[src/rtl/pwm_spi_pkg.sv]
// pwm_spi_pkg: shared state encodings, command layout and defaults for the SPI register controller
package pwm_spi_pkg;
  localparam int NUM_REGS_DEF = 16;
  localparam int ADDR_W_DEF = 4;
  localparam int RW_BIT = 7;
  typedef enum logic [2:0] {
    IDLE  = 3'd0,
    CMD   = 3'd1,
    WRITE = 3'd2,
    READ  = 3'd3,
    ERROR = 3'd4
  } state_t;
endpackage

[src/rtl/spi_reg_ctrl_if.sv]
// spi_reg_ctrl_if: byte stream from the SPI shifter plus register-file write/read port
interface spi_reg_ctrl_if #(parameter int ADDR_W = 4);
  logic              rx_valid;
  logic [7:0]        rx_byte;
  logic [7:0]        rd_data;
  logic              wr_en;
  logic [ADDR_W-1:0] wr_addr;
  logic [7:0]        wr_data;
  logic [ADDR_W-1:0] rd_addr;
  logic [7:0]        tx_byte;
  logic              tx_load;
  modport master (
    input  rx_valid, rx_byte, rd_data,
    output wr_en, wr_addr, wr_data, rd_addr, tx_byte, tx_load
  );
  modport slave (
    output rx_valid, rx_byte, rd_data,
    input  wr_en, wr_addr, wr_data, rd_addr, tx_byte, tx_load
  );
endinterface

[src/rtl/cs_sync_edge.sv]
// cs_sync_edge: two-flop synchronizer for the async chip select plus one-cycle edge pulses
module cs_sync_edge (
  input  logic CLK,
  input  logic _RST,
  input  logic _CS,
  output logic cs_fall,
  output logic cs_rise
);
  logic [2:0] sync;
  always_ff @(posedge CLK or negedge _RST)
    if (!_RST) sync <= '1;
    else sync <= {sync[1:0], _CS};
  // sync[1] is the synchronized level, sync[2] its previous value
  assign cs_fall = sync[2] & ~sync[1];
  assign cs_rise = ~sync[2] & sync[1];
endmodule

[src/rtl/spi_reg_ctrl.sv]
// spi_reg_ctrl: turns SPI command/data bytes into auto-incrementing register writes and read-backs
module spi_reg_ctrl
  import pwm_spi_pkg::*;
#(
  parameter int NUM_REGS = NUM_REGS_DEF,
  parameter int ADDR_W = ADDR_W_DEF
) (
  input  logic           CLK,
  input  logic           _RST,
  input  logic           _CS,
  spi_reg_ctrl_if.master bus,
  output logic           busy,
  output logic           err
);
  state_t            state, state_d;
  logic [ADDR_W-1:0] addr, addr_d, cmd_addr, wr_addr_d;
  logic [7:0]        wr_data_d, tx_byte_d;
  logic              cs_fall, cs_rise, err_d, wr_en_d, tx_load_d;

  cs_sync_edge u_cs (
    .CLK     (CLK),
    ._RST    (_RST),
    ._CS     (_CS),
    .cs_fall (cs_fall),
    .cs_rise (cs_rise)
  );

  function automatic logic [ADDR_W-1:0] next_addr(input logic [ADDR_W-1:0] a);
    return (int'(a) == NUM_REGS - 1) ? '0 : a + 1'b1;
  endfunction

  assign cmd_addr = bus.rx_byte[ADDR_W-1:0];
  // a read command looks up its start register in the same cycle so the first byte is ready next cycle
  assign bus.rd_addr = (state == CMD && bus.rx_valid) ? cmd_addr : addr;
  assign busy = state != IDLE;

  always_comb begin
    state_d   = state;
    addr_d    = addr;
    err_d     = err;
    wr_en_d   = 1'b0;
    tx_load_d = 1'b0;
    wr_addr_d = bus.wr_addr;
    wr_data_d = bus.wr_data;
    tx_byte_d = bus.tx_byte;
    if (cs_fall) begin
      state_d = CMD;
      addr_d  = '0;
      err_d   = 1'b0;
    end else if (cs_rise) begin
      state_d = IDLE;
    end else if (bus.rx_valid) begin
      case (state)
        CMD:
          if (int'(cmd_addr) >= NUM_REGS) begin
            state_d = ERROR;
            err_d   = 1'b1;
          end else if (bus.rx_byte[RW_BIT]) begin
            state_d   = READ;
            tx_load_d = 1'b1;
            tx_byte_d = bus.rd_data;
            addr_d    = next_addr(cmd_addr);
          end else begin
            state_d = WRITE;
            addr_d  = cmd_addr;
          end
        WRITE: begin
          wr_en_d   = 1'b1;
          wr_addr_d = addr;
          wr_data_d = bus.rx_byte;
          addr_d    = next_addr(addr);
        end
        READ: begin
          tx_load_d = 1'b1;
          tx_byte_d = bus.rd_data;
          addr_d    = next_addr(addr);
        end
        default: ;
      endcase
    end
  end

  always_ff @(posedge CLK or negedge _RST)
    if (!_RST) begin
      state       <= IDLE;
      addr        <= '0;
      err         <= 1'b0;
      bus.wr_en   <= 1'b0;
      bus.wr_addr <= '0;
      bus.wr_data <= '0;
      bus.tx_byte <= '0;
      bus.tx_load <= 1'b0;
    end else begin
      state       <= state_d;
      addr        <= addr_d;
      err         <= err_d;
      bus.wr_en   <= wr_en_d;
      bus.wr_addr <= wr_addr_d;
      bus.wr_data <= wr_data_d;
      bus.tx_byte <= tx_byte_d;
      bus.tx_load <= tx_load_d;
    end
endmodule

[src/flat_wrapper.sv]
// flat-port wrapper written by rule: the top's interface ports become plain ports
module spi_reg_ctrl_flat import pwm_spi_pkg::*;
#(
  parameter int NUM_REGS = NUM_REGS_DEF,
  parameter int ADDR_W = ADDR_W_DEF
)
  (CLK, _RST, _CS, busy, err, bus_rx_valid, bus_rx_byte, bus_rd_data, bus_wr_en, bus_wr_addr, bus_wr_data, bus_rd_addr, bus_tx_byte, bus_tx_load);
  spi_reg_ctrl_if #(.ADDR_W(ADDR_W)) bus_i ();
  input  logic CLK;
  input  logic _RST;
  input  logic _CS;
  output logic busy;
  output logic err;
  input wire logic [$bits(bus_i.rx_valid)-1:0] bus_rx_valid;
  input wire logic [$bits(bus_i.rx_byte)-1:0] bus_rx_byte;
  input wire logic [$bits(bus_i.rd_data)-1:0] bus_rd_data;
  output wire logic [$bits(bus_i.wr_en)-1:0] bus_wr_en;
  output wire logic [$bits(bus_i.wr_addr)-1:0] bus_wr_addr;
  output wire logic [$bits(bus_i.wr_data)-1:0] bus_wr_data;
  output wire logic [$bits(bus_i.rd_addr)-1:0] bus_rd_addr;
  output wire logic [$bits(bus_i.tx_byte)-1:0] bus_tx_byte;
  output wire logic [$bits(bus_i.tx_load)-1:0] bus_tx_load;
  assign bus_i.rx_valid = bus_rx_valid;
  assign bus_i.rx_byte = bus_rx_byte;
  assign bus_i.rd_data = bus_rd_data;
  assign bus_wr_en = bus_i.wr_en;
  assign bus_wr_addr = bus_i.wr_addr;
  assign bus_wr_data = bus_i.wr_data;
  assign bus_rd_addr = bus_i.rd_addr;
  assign bus_tx_byte = bus_i.tx_byte;
  assign bus_tx_load = bus_i.tx_load;
  spi_reg_ctrl #(.NUM_REGS(NUM_REGS), .ADDR_W(ADDR_W)) u_core (.CLK(CLK), ._RST(_RST), ._CS(_CS), .bus(bus_i), .busy(busy), .err(err));
endmodule
[config.mk]
export PLATFORM = sky130hd
export DESIGN_NAME = spi_reg_ctrl_flat
export DESIGN_NICKNAME = d
export VERILOG_FILES = /design/src/rtl/pwm_spi_pkg.sv /design/src/rtl/spi_reg_ctrl_if.sv /design/src/rtl/cs_sync_edge.sv /design/src/rtl/spi_reg_ctrl.sv /design/src/flat_wrapper.sv
export SDC_FILE = /design/constraint.sdc
export NUM_CORES = 1
export LEC_CHECK = 0
export CAP_MARGIN = 20
export CORE_UTILIZATION = 45
export CTS_CLUSTER_SIZE = 8
export DETAILED_ROUTE_END_ITERATION = 12
export GPL_ROUTABILITY_DRIVEN = 0
export HOLD_SLACK_MARGIN = 0.03
export PLACE_DENSITY = 0.78
export SYNTH_ARGS = -nofsm -noshare
export SYNTH_HDL_FRONTEND = slang
export SYNTH_SLANG_ARGS = --single-unit
export TNS_END_PERCENT = 30
[constraint.sdc]
create_clock -name CLK -period 2.09 [get_ports CLK]
set_input_delay 0.5225 -clock CLK [delete_from_list [all_inputs] [get_ports CLK]]
set_output_delay 0.5225 -clock CLK [all_outputs]
set_load 0.02 [all_outputs]
* Word-level counts from Yosys, hierarchy flattened
Index checks and enable logic that the tools add are counted.
Word-level totals: bits of input ports 20, output and inout port bits 28, logic and storage cells 59, register bits after elaboration 32
Cells by class: reductions and logical operators 12, bitwise operators 6, multiplexer cells 24, add/sub/neg operators 2, equality and inequality tests 7
Operators by type and width (number):
- 2-to-1 mux 4 bit | 7
- case mux 8 bit (2 select lines) | 1
- 2-to-1 mux 3 bit | 4
- nonzero test 3 bit | 4
- 2-to-1 mux 1 bit | 9
- adder 4 x 1 -> 4 bit (second input constant) | 2
- == test 4 x 1 -> 1 bit (second input constant) | 2
- 2-to-1 mux 8 bit | 1
- case mux 4 bit (2 select lines) | 1
- == test 3 x 2 -> 1 bit (second input constant) | 2
- AND reduction 5 bit | 1
- NOT 1 bit | 4
- AND reduction 4 bit | 1
- nonzero test 2 bit | 2
- == test 3 x 1 -> 1 bit (second input constant) | 1
- AND reduction 3 bit | 1
- AND 1 bit | 2
- != test 2 x 1 -> 1 bit (second input constant) | 1
- != test 2 bit (second input constant) | 1
- case mux 1 bit (2 select lines) | 1
- AND reduction 2 bit | 1
- OR reduction 2 bit | 1
- logical AND 1 bit | 1

* Depth between registers and ports, before layout
word-level depth 7, depth in mapped cells 6, mapped depth without buffers 5

* By module
From an unflattened synthesis, not the netlist that was laid out.
Unflattened totals: cell total of the unflattened synthesis 110, area, all modules 1446.4 um^2
Modules (own cells, without submodules):
- spi_reg_ctrl | times used 1, area each 1352.5 um^2, cells each 105, seq. area each 700.7 um^2
- cs_sync_edge | times used 1, area each 93.8 um^2, cells each 5, seq. area each 78.8 um^2

* Worst setup path after synthesis
Ideal clock, no wire load.
kind flip-flop to flip-flop, start point reg u_core.u_cs.sync[1], end point reg u_core.bus.wr_addr[0], setup time 0.125 ns, stages on the path, launching flop included 6, path buffers 1, required time 1.965 ns, slack 0.381 ns, period minus slack after synthesis 1.709 ns, data arrival time 1.585 ns, cell sequence dfstp_2 -> inv_1 -> ha_1 -> nand4b_4 -> buf_2 -> mux2_2
On the way: cells in the longest elaborated chain, start to end 4, elaborated cells on any way between the ends 6, those cells by class bitwise (5); reduce/logical (1)
Ends and longest elaborated chain:
- start, declared | line cs_sync_edge.sv:9 | logic [2:0] sync;
- start signal, assigned | line cs_sync_edge.sv:12 | else sync <= {sync[1:0], _CS};
- NOT 1 bit | line cs_sync_edge.sv:14 | assign cs_fall = sync[2] & ~sync[1];
- AND 1 bit | line cs_sync_edge.sv:14
- NOT 1 bit (no source line)
- AND reduction 4 bit (no source line) (*)
- end signal, assigned | line spi_reg_ctrl.sv:98 | bus.wr_addr <= wr_addr_d;
- end, declared | line spi_reg_ctrl_if.sv:14 | output wr_en, wr_addr, wr_data, rd_addr, tx_byte, tx_load
Every way passes the cells marked *; elsewhere a longest branch is shown, timed or not. A chain may end at the register's enable or synchronous reset.

* Worst setup path after layout
start point reg u_core.state[1], end point out bus_rd_addr[1]
On the way: cells in the longest elaborated chain, start to end 3
Ends and longest elaborated chain:
- start, declared | line spi_reg_ctrl.sv:15 | state_t state, state_d;
- start signal, assigned | line spi_reg_ctrl.sv:94 | state <= state_d;
- == test 3 x 1 -> 1 bit | line spi_reg_ctrl.sv:34 | assign bus.rd_addr = (state == CMD && bus.rx_valid) ? cmd_addr : addr;
- logical AND 1 bit | line spi_reg_ctrl.sv:34
- 2-to-1 mux 4 bit | line spi_reg_ctrl.sv:34
- end, declared | line flat_wrapper.sv:20 | output wire logic [$bits(bus_i.rd_addr)-1:0] bus_rd_addr;
Every way passes these cells.

==> qor.csv <==
metric,value,unit
status,finished clean,
P_sw,0.9360,mW
Post-Syn Instances,116,
main area contributors after synthesis,"dfrtp_1 47%, mux2_2 17%, dfstp_2 5.3%",
die width,59.60,um
Synth top area share,0.4694,
largest net degree at the start of global routing,32,
Inserted Clock Buffers,5,
HPWL Detailed,2389,um
Yosys cell types,41,
Diodes inserted,0,
final hold viol count,0,
"FFs w/ async S/R, synth",1.000,
Syn Area/Cell,12.87,um2
switch share,0.3508,
Int Pwr,1.732,mW
CTS sink cnt,31,
Comb power frac,0.468,
Yosys reg bits,31,
worst clock skew,0.01519,ns
drc violations,0,
DR vias/cell,5.116,
max_cap viols,0,
Mapped Area,0.001493,mm2
Static Leak,0.9880,nW
# rows,20,
register area share after synthesis,0.5222,
Setup crit start kind,register,
final worst path period need,2.077,ns
H-Tree Depth,2,
die area,0.003552,mm2
initial antenna violation count,0,
wire per inst,14.65,um
IO Count,48,
Post-DRT Antenna Nets,0,
via count,1151,
"EDFF count, synth",0,
Max Clk Rate,481.5,MHz
clock share of power,0.177,
drt first pass iters,4,
Hold Path Class,register to register,
Final WS setup,0.01297,ns
layout cells sized above 1,0.3260,
Ys Warns,0,
fin cells,225,
CP Class,register to output pin,
die span in y,59.60,um
crit-path max FO,3,
final total power,2.668,mW
Final Cell Area,0.002172,mm2
Clock Latency Late Sink,0.34,ns
gr ovfl total,0,
first-pass GRT wire length,5306,um
dpl ws,-0.5795,ns
Area Overhead vs Synth,45.52,%
placed cell area,0.002062,mm2
number of global-route vias before repair,1200,
crit path DAT,1.55,ns
maximum vdd ir drop,736.4,uV
utilization after layout,0.7000,
Flop pwr share,0.355,
Nets,205,
CP required,1.57,ns
"Top FF cell, synth",dfrtp_1,
initial drt markers,31,
final wirelength,3296,um
port bufs,46,
period utilization,0.9938,
hold_buf cts,0,
clock transition at the registers of the reported paths,0.10,ns
Post-Syn Nets,141,
RSZ-0062 raised after global routing,true,
total track usage,0.2110,
CTS Buffer Depth,2,
# placed instances,213,
Core ar.,0.003103,mm2
filler instances,243,
CTS root buffer,clkbuf_4,
pwr/cell area,1228,mW/mm2
"area leader, netlist",dfrtp_1,
CTS tree,done,
pins over their slew limit,0,
Crit. End Element,output pin,
Starting Density,0.4810,
Setup-failing EPs final,0,
## worst max-delay path, cell delays in order (launching register included)
cell and delay [ns]:
dfrtp_1 0.40, nand3b_1 0.22, buf_4 0.18, mux2_2 0.28, buf_6 0.13
## what timing repair did
item / 4_1_cts / 5_1_grt
pin swaps: 1 / 1
buffers inserted: 3 / 1
gates resized for setup: 17 / 7
endpoints found under the hold margin: 0 / 0
endpoints found under the setup margin: 5 / 5
## logic make-up after synthesis
family,share of synthesized area
flops,0.5222
mux,0.1727
fa+ha+maj,0.04191
other cells,0.002512
compound gates,0.1291
xor+xnor,0.005869
simple gates,0.08635
buf+inv,0.03939
## state kept, by name, indices dropped and copies added, names as in the netlist
name	flops
u_core.bus.tx_byte	8
u_core.bus.wr_data	8
u_core.addr	4
u_core.bus.wr_addr	4
u_core.u_cs.sync	3
u_core.state	2
u_core.bus.tx_load	1
u_core.bus.wr_en	1
## per-stage QoR
stage                     hold slack [ns]  TNS (ns)
after CTS                          0.3604   -0.5197
after detailed placement           0.3468    -2.239
final                              0.3595         0
after floorplan                    0.2269         0
after global placement             0.3458    -2.182
after global routing               0.3634   -0.1213
## power by group through the flow
stage,Combinational (mW),Clock (mW),Sequential [mW]
after CTS,1.23,0.485,0.950
after global placement,1.22,0,0.945
after floorplan,0.421,0,1.18
after global routing,1.33,0.511,0.972
after detailed placement,1.25,0,0.959
final,1.25,0.472,0.947
## layout make-up
| class | count | area (um2) | area share |
|---|---|---|---|
| Inverter | 4 | 15.01 | 0.006912 |
| Sequential cell | 31 | 779.5 | 0.3589 |
| Clock inverter | 3 | 43.79 | 0.02016 |
| Timing Repair Buffer | 63 | 586.8 | 0.2702 |
| Multi-Input combinational cell | 75 | 654.4 | 0.3013 |
| Tap cell | 44 | 55.05 | 0.02535 |
| Clock buffer | 5 | 37.54 | 0.01728 |
## synth_stat cells, types with 2 or more instances
master,count
inv_1,4
dfstp_2,3
a22o_1,2
o21ai_0,5
a21oi_1,2
buf_6,2
ha_1,5
buf_2,2
nand2_1,8
mux2_2,22
nor2_1,4
dfrtp_1,28
## placed cells by master (no fill, tap or decap), types with 2 or more instances in the layout
cell	netlist	final
buf_6	2	3
clkbuf_4	0	5
a21oi_1	2	2
clkdlybuf4s50_1	0	40
o21ai_0	5	5
dfrtp_1	28	28
ha_1	5	5
inv_1	4	4
dfstp_2	3	3
a22o_1	2	2
buf_2	2	2
buf_4	1	16
nand2_1	8	8
nor2_1	4	4
mux2_2	22	22
## per-layer routing
layer / vias to the layer above / share of wire / global-route usage / routed length (um)
met2: 40 / 0.52 / 0.3724 / 1714
met4: 0 / 0.022 / 0.1229 / 71
met1: 557 / 0.40 / 0.2194 / 1302
met5: - / 0 / 0 / 0
met3: 7 / 0.063 / 0.06550 / 208
li1: 547 / - / - / -
## worst paths after layout
check | startpoint | end | slack (ns) | depth (start not counted)
max | u_core.state[1] | bus_rd_addr[1] | 0.01 | 4
min | u_core.u_cs.sync[0] | u_core.u_cs.sync[1] | 0.36 | 0
max reg2reg | u_core.u_cs.sync[1] | u_core.bus.tx_byte[2] | 0.39 | 5
min reg2reg | u_core.u_cs.sync[0] | u_core.u_cs.sync[1] | 0.36 | 0
max in group asynchronous | _RST | u_core.u_cs.sync[2] | 1.19 | 2
min in group asynchronous | _RST | u_core.bus.wr_addr[0] | 0.56 | 2
(Power assumes the default switching activity.)
